File: src/rtl/keypad_pkg.sv
// rtl/keypad_pkg.sv - keypad geometry, emulator state enum and key/column helpers shared with the scanner
package keypad_pkg;

  localparam int KEY_W = 4;
  localparam int ROWS  = 4;
  localparam int COLS  = 4;

  typedef enum logic [2:0] {
    ST_IDLE,
    ST_BOUNCE_IN,
    ST_HOLD,
    ST_BOUNCE_OUT,
    ST_GAP
  } kp_state_e;

  // Key code layout is row*4 + col.
  function automatic logic [$clog2(ROWS)-1:0] key_row(input logic [KEY_W-1:0] key);
    return key[3:2];
  endfunction

  function automatic logic [$clog2(COLS)-1:0] key_col(input logic [KEY_W-1:0] key);
    return key[1:0];
  endfunction

  // Level an undriven column sits at: all ones for active-low wiring, all zeros otherwise.
  function automatic logic [COLS-1:0] col_idle(input bit active_low);
    return active_low ? {COLS{1'b1}} : {COLS{1'b0}};
  endfunction

endpackage

File: src/rtl/keypad_bounce_lfsr.sv
// rtl/keypad_bounce_lfsr.sv - 16-bit Galois LFSR (x^16+x^14+x^13+x^11+1) supplying contact chatter
module keypad_bounce_lfsr #(
  parameter logic [15:0] SEED = 16'hACE1
) (
  input  logic clk_in,
  input  logic reset_btn,
  input  logic en_i,
  output logic bit_o
);

  // Right-shifting Galois form; the mask holds taps 16, 14, 13 and 11.
  localparam logic [15:0] TAPS = 16'hB400;

  logic [15:0] lfsr_q;
  logic [15:0] lfsr_d;

  // Next-state: shift right and fold the feedback bit into the tap positions.
  always_comb begin
    lfsr_d = lfsr_q;
    if (en_i) begin
      lfsr_d = {1'b0, lfsr_q[15:1]} ^ (lfsr_q[0] ? TAPS : 16'h0000);
    end
  end

  // State register; reset reloads the seed so chatter repeats identically run to run.
  always_ff @(posedge clk_in or posedge reset_btn) begin
    if (reset_btn) begin
      lfsr_q <= SEED;
    end else begin
      lfsr_q <= lfsr_d;
    end
  end

  assign bit_o = lfsr_q[0];

endmodule

File: src/rtl/keypad_emulator.sv
// rtl/keypad_emulator.sv - 4x4 keypad switch-matrix emulator; KEYPAD_EMU_BOUNCE_EN adds contact chatter
module keypad_emulator
  import keypad_pkg::*;
#(
  parameter int unsigned GAP_CYCLES = 16,
  parameter bit          ACTIVE_LOW = 1'b0
`ifdef KEYPAD_EMU_BOUNCE_EN
  ,
  parameter int unsigned BOUNCE_CYCLES = 64,
  parameter logic [15:0] LFSR_SEED     = 16'hACE1
`endif
) (
  input  logic             clk_in,
  input  logic             reset_btn,
  input  logic             req_valid,
  output logic             req_ready,
  input  logic [KEY_W-1:0] req_key,
  input  logic [15:0]      req_hold,
  input  logic             req_abort,
  input  logic [ROWS-1:0]  keypad_row,
  output logic [COLS-1:0]  keypad_col,
  output logic             pressed,
  output logic             done
);

  // Zero-length phases are stretched to one cycle so every timed state is visited.
  localparam logic [15:0] GAP_LEN = (GAP_CYCLES == 0) ? 16'd1 : 16'(GAP_CYCLES);
`ifdef KEYPAD_EMU_BOUNCE_EN
  localparam logic [15:0] BOUNCE_LEN = (BOUNCE_CYCLES == 0) ? 16'd1 : 16'(BOUNCE_CYCLES);
`endif

  kp_state_e        state_q, state_d;
  logic [15:0]      cnt_q, cnt_d;
  logic [KEY_W-1:0] key_q, key_d;
  logic             contact_q, contact_d;
  logic             done_q, done_d;
  logic [15:0]      hold_eff;
  logic [ROWS-1:0]  row_act;
  logic [COLS-1:0]  col_act;

`ifdef KEYPAD_EMU_BOUNCE_EN
  logic [15:0] hold_q, hold_d;
  logic        chatter;

  keypad_bounce_lfsr #(
    .SEED(LFSR_SEED)
  ) u_lfsr (
    .clk_in   (clk_in),
    .reset_btn(reset_btn),
    .en_i     (1'b1),
    .bit_o    (chatter)
  );
`endif

  assign hold_eff  = (req_hold == 16'd0) ? 16'd1 : req_hold;
  assign req_ready = (state_q == ST_IDLE);
  assign pressed   = contact_q;
  assign done      = done_q;

  // Sequencer: each timed state loads cnt on entry and leaves when it reaches 1.
  always_comb begin
    state_d   = state_q;
    cnt_d     = cnt_q;
    key_d     = key_q;
    done_d    = 1'b0;
    contact_d = 1'b0;
`ifdef KEYPAD_EMU_BOUNCE_EN
    hold_d    = hold_q;
`endif
    case (state_q)
      ST_IDLE: begin
        if (req_valid) begin
          key_d = req_key;
`ifdef KEYPAD_EMU_BOUNCE_EN
          hold_d  = hold_eff;
          state_d = ST_BOUNCE_IN;
          cnt_d   = BOUNCE_LEN;
`else
          state_d = ST_HOLD;
          cnt_d   = hold_eff;
`endif
        end
      end
`ifdef KEYPAD_EMU_BOUNCE_EN
      ST_BOUNCE_IN: begin
        if (req_abort) begin
          state_d = ST_BOUNCE_OUT;
          cnt_d   = BOUNCE_LEN;
        end else if (cnt_q <= 16'd1) begin
          state_d = ST_HOLD;
          cnt_d   = hold_q;
        end else begin
          cnt_d = cnt_q - 16'd1;
        end
      end
`endif
      ST_HOLD: begin
        if (req_abort || cnt_q <= 16'd1) begin
`ifdef KEYPAD_EMU_BOUNCE_EN
          state_d = ST_BOUNCE_OUT;
          cnt_d   = BOUNCE_LEN;
`else
          state_d = ST_GAP;
          cnt_d   = GAP_LEN;
`endif
        end else begin
          cnt_d = cnt_q - 16'd1;
        end
      end
`ifdef KEYPAD_EMU_BOUNCE_EN
      ST_BOUNCE_OUT: begin
        if (cnt_q <= 16'd1) begin
          state_d = ST_GAP;
          cnt_d   = GAP_LEN;
        end else begin
          cnt_d = cnt_q - 16'd1;
        end
      end
`endif
      ST_GAP: begin
        if (cnt_q <= 16'd1) begin
          state_d = ST_IDLE;
          cnt_d   = 16'd0;
          done_d  = 1'b1;
        end else begin
          cnt_d = cnt_q - 16'd1;
        end
      end
      default: begin
        state_d = ST_IDLE;
        cnt_d   = 16'd0;
      end
    endcase
    // Contact follows the state being entered so pressed lines up with the state register.
    contact_d = (state_d == ST_HOLD);
`ifdef KEYPAD_EMU_BOUNCE_EN
    if (state_d == ST_BOUNCE_IN || state_d == ST_BOUNCE_OUT) begin
      contact_d = chatter;
    end
`endif
  end

  // State and contact registers; reset opens the contact at once, so the column idles immediately.
  always_ff @(posedge clk_in or posedge reset_btn) begin
    if (reset_btn) begin
      state_q   <= ST_IDLE;
      cnt_q     <= 16'd0;
      key_q     <= '0;
      contact_q <= 1'b0;
      done_q    <= 1'b0;
`ifdef KEYPAD_EMU_BOUNCE_EN
      hold_q    <= 16'd0;
`endif
    end else begin
      state_q   <= state_d;
      cnt_q     <= cnt_d;
      key_q     <= key_d;
      contact_q <= contact_d;
      done_q    <= done_d;
`ifdef KEYPAD_EMU_BOUNCE_EN
      hold_q    <= hold_d;
`endif
    end
  end

  // Passive switch: the key's column echoes its own row only while the contact is closed.
  always_comb begin
    row_act = keypad_row ^ col_idle(ACTIVE_LOW);
    col_act = '0;
    if (contact_q && row_act[key_row(key_q)]) begin
      col_act[key_col(key_q)] = 1'b1;
    end
    keypad_col = col_act ^ col_idle(ACTIVE_LOW);
  end

endmodule

File: config.mk
export PLATFORM = sky130hd
export DESIGN_NAME = keypad_emulator
export DESIGN_NICKNAME = d
export VERILOG_FILES = /design/src/rtl/keypad_pkg.sv /design/src/rtl/keypad_bounce_lfsr.sv /design/src/rtl/keypad_emulator.sv
export SDC_FILE = /design/constraint.sdc
export NUM_CORES = 1
export LEC_CHECK = 0
export CAP_MARGIN = 20
export CORE_MARGIN = 8
export CORE_UTILIZATION = 49
export CTS_CLUSTER_SIZE = 25
export DETAILED_ROUTE_END_ITERATION = 6
export PLACE_DENSITY = 0.78
export SYNTH_ARGS = -nofsm -noshare
export SYNTH_HDL_FRONTEND = slang
export SYNTH_SLANG_ARGS = --single-unit
File: constraint.sdc
create_clock -name clk_in -period 2.4 [get_ports clk_in]
set_input_delay 0.48 -clock clk_in [delete_from_list [all_inputs] [get_ports clk_in]]
set_output_delay 0.48 -clock clk_in [all_outputs]
set_load 0.01 [all_outputs]
==> impl_metrics.py <==
metrics = {
    "floorplanning": {
        "die_area_sq_um": 5120,
        "die_w_microns": 71.5,
        "boundaryPins": 35,
        "fp-row-count": 20,
        "start_util_pct": 50.3,
        "die_h_microns": 71.5,
        "core-area_sq_um": 3000,
    },
    "clocking": {
        "cts_tree": "yes",
        "cts_buffer_depth": 2,
        "path_clk_slew_ns": 0.15,
        "cts_buffers": 3,
        "htreeDepth": 1,
        "cts_hold_buf": 0,
        "cts_num_sinks": 25,
        "root_buffer": "clkbuf_4",
        "clock_latency_ns": 0.33,
    },
    "logic_synthesis": {
        "ys_ff_latch": 25,
        "synth_edf_count": 0,
        "postSynthAreaPerCell_sq_um": 9.75,
        "yosysSeqAreaShare_pct": 41.4,
        "synthArstFlopShare_pct": 100,
        "ys.flop_type": "dfrtp_1",
        "syn_area_sq_um": 1510,
        "yosysWarnings": 0,
        "syn_nets": 185,
        "synth_cells": 155,
        "yosysUniqueCellTypes": 48,
    },
    "global_route": {
        "track_usage_pct": 16.4,
        "grt_pass1_vias": 1471,
        "grt.overflow.total": 0,
        "grt_start_max_net_pins": 26,
        "grt_pass1_wl_microns": 6870,
        "antenna_found_initial": 0,
    },
    "critical_path": {
        "cpPeakStageDelay_ns": 0.48,
        "critPathTopFamily": "buffers and inverters",
        "critical_path_arrival_ns": 1.87,
        "critPathLaunchType": "input port",
        "criticalPathCategory": "input port to output pin",
        "worstPathCellList": "clkdlybuf4s50_1, mux4_2, and4_1, dlygate4sd2_1",
        "cp_max_fo": 2,
        "worstPathRequired_ns": 1.92,
        "cpMaxStageDelayCell": "mux4_2",
        "cp_num_buf_inv": 2,
        "endpoint_kind": "output pin",
    },
    "timing": {
        "period_minus_slack_ns": 2.35,
        "period_share_pct": 97.8,
        "rsz0062_at_grt": "false",
        "fin_ws_ns": 0.0527,
        "max_slew_margin_pct": 63.1,
        "clock_skew_ns": 0.00925,
        "fmax_mhz": 426,
        "hold_viol": 0,
        "setup_tns_ns": 0,
        "setup_viol": 0,
        "tightest_slew_ns": 0.549,
        "final_max_slew_viol_count": 0,
    },
    "worst_hold_path": {
        "min_path_type": "input port to asynchronous set/reset pin",
    },
    "drt": {
        "ant_nets": 0,
        "drc": 0,
        "wl_per_cell_microns": 16.8,
        "routed_wl_microns": 3890,
        "drt-pass1-iter-count": 4,
        "drt-initial-drc-count": 113,
        "post_drt_via_cell_ratio": 6.03,
        "via_count": 1394,
    },
    "final_layout": {
        "fillers": 262,
        "drive_gt1_share_pct": 12.6,
        "num_antenna_cells": 0,
        "finalInstanceArea_sq_um": 1970,
        "area_growth_pct": 30.1,
        "layout.nets": 229,
    },
    "power_and_ir_drop": {
        "clkPwrFrac_pct": 15.7,
        "p_leak_uw": 0.000826,
        "p_comb_share_pct": 39.9,
        "finalPower_uw": 1280,
        "p_sw_uw": 476,
        "ir_worst_vdd_mv": 0.309,
        "swShare_pct": 37.2,
        "intPower_uw": 804,
        "p_seq_share_pct": 44.4,
        "power_density_nw_per_um2": 651,
    },
    "run": {
        "maxCapViolations": 0,
    },
    "placed_design": {
        "placed_area_sq_um": 1920,
        "place_ws_ns": -0.167,
        "place.gp.congestion": 0.900,
        "io_buffers": 34,
        "hpwl_microns": 3100,
    },
    "run_status": {
        "status": "finished clean",
    },
}
-- what timing repair did --
action                                  4_1_cts  5_1_grt
endpoints found under the setup margin        5        1
buffers inserted                              0        2
gates cloned                                  0        0
resized for setup                             5        3
endpoints found under the hold margin         0        0
-- power groups by stage --
stage                     logic (uW)  registers (uW)  clock network, uW
after floorplan                  352             553                  0
final                            511             568                201
after global placement           489             569                  0
after global routing             565             580                225
after CTS                        504             566                209
after detailed placement         501             574                  0
-- synthesized netlist by cell type (all sizes together), types with 4 or more instances --
master	count	area, sq um
nor3	8	50.1
nor3b	4	30.0
dfrtp	25	626
a221o	4	40.0
inv	6	22.5
a21oi	6	30.0
nand3	4	20.0
mux2	4	45.0
o21ai	11	55.1
a22oi	6	45.0
nor2	8	30.0
or3	6	42.5
nor4	10	83.8
nand2	13	51.3
-- worst reg2reg max path: cells and delay by family (launching register included) --
family          cells  cell delay (ns)
fa+ha+maj           1             0.21
flops               1             0.47
simple gates        3             0.90
buf+inv             1             0.08
compound gates      2             0.48
-- final timing paths --
check | cells after the start | start | slack (ns) | to
setup / recovery | 4 | keypad_row[3] | 0.05 | keypad_col[3]
hold / removal | 3 | reset_btn | 0.48 | key_q[2]
setup reg to reg | 7 | cnt_q[0] | 0.16 | cnt_q[14]
hold reg to reg | 1 | key_q[3] | 0.52 | key_q[3]
max in group asynchronous | 3 | reset_btn | 1.67 | state_q[1]
min in group clk_in | 1 | key_q[3] | 0.52 | key_q[3]
-- area by class of cell --
class	count	area (sq um)	area share [%]
Multi-Input combinational cell	119	835	42.4
Sequential cell	25	628	31.9
Timing Repair Buffer	43	405	20.6
Tap cell	33	41.3	2.10
Inverter	7	26.3	1.34
Clock buffer	3	22.5	1.15
Clock inverter	1	8.76	0.445
-- cells in the final DEF, fill, tap and decap left out, types with 2 or more instances in the layout --
master,n
nand2b_1,3
dfrtp_2,2
xnor2_1,3
nor2_1,8
a21oi_1,6
mux2i_1,2
o21ai_1,6
inv_1,6
nand2_1,12
or3b_1,2
nor3b_1,4
mux2_1,4
nor4_1,8
and4_1,2
nand3_1,4
a32oi_1,2
or3_4,2
nor3_2,2
dfrtp_1,23
ha_1,2
o21ai_0,5
a22oi_1,6
clkbuf_4,3
clkdlybuf4s50_1,29
nor3_1,6
a31oi_1,2
buf_4,9
dlygate4sd2_1,4
or3_1,4
a221o_1,4
-- flip-flops by register name, indices dropped and copies added (netlist names) --
name,count
key_q,4
state_q,3
cnt_q,16
done,1
pressed,1
-- layer usage --
metal	vias up	part of all wire [%]	wire, microns	track usage (%)
met3	2	4.9	191	2.23
li1	689	-	-	-
met2	47	49	1920	28.1
met1	656	45	1760	20.8
met5	-	0	0	0
met4	0	0.46	18	4.76
-- metrics by stage --
step           cells  util [%]  hold WS [ns]
3_5_place_dp     225      63.8         0.497
3_3_place_gp     225      63.8         0.488
4_1_cts          229      64.8         0.478
2_1_floorplan    155         -         0.467
5_1_grt          231      65.5         0.509
6_report         231      65.5         0.476
-- logic make-up (layout without fill, tap and decap cells) --
family | after synthesis | in the layout | synth area share [%]
DFF | 25 | 25 | 41.4
other | 1 | 1 | 0.248
xor gates and xnor gates | 4 | 4 | 2.32
AOI/OAI and AO/OA | 40 | 40 | 18.1
buffers and inverters | 11 | 54 | 3.72
adders and majority gates | 2 | 2 | 1.66
muxes | 7 | 7 | 5.79
and+or+nand+nor | 65 | 65 | 26.7
Power figures use the tool's default switching activity.
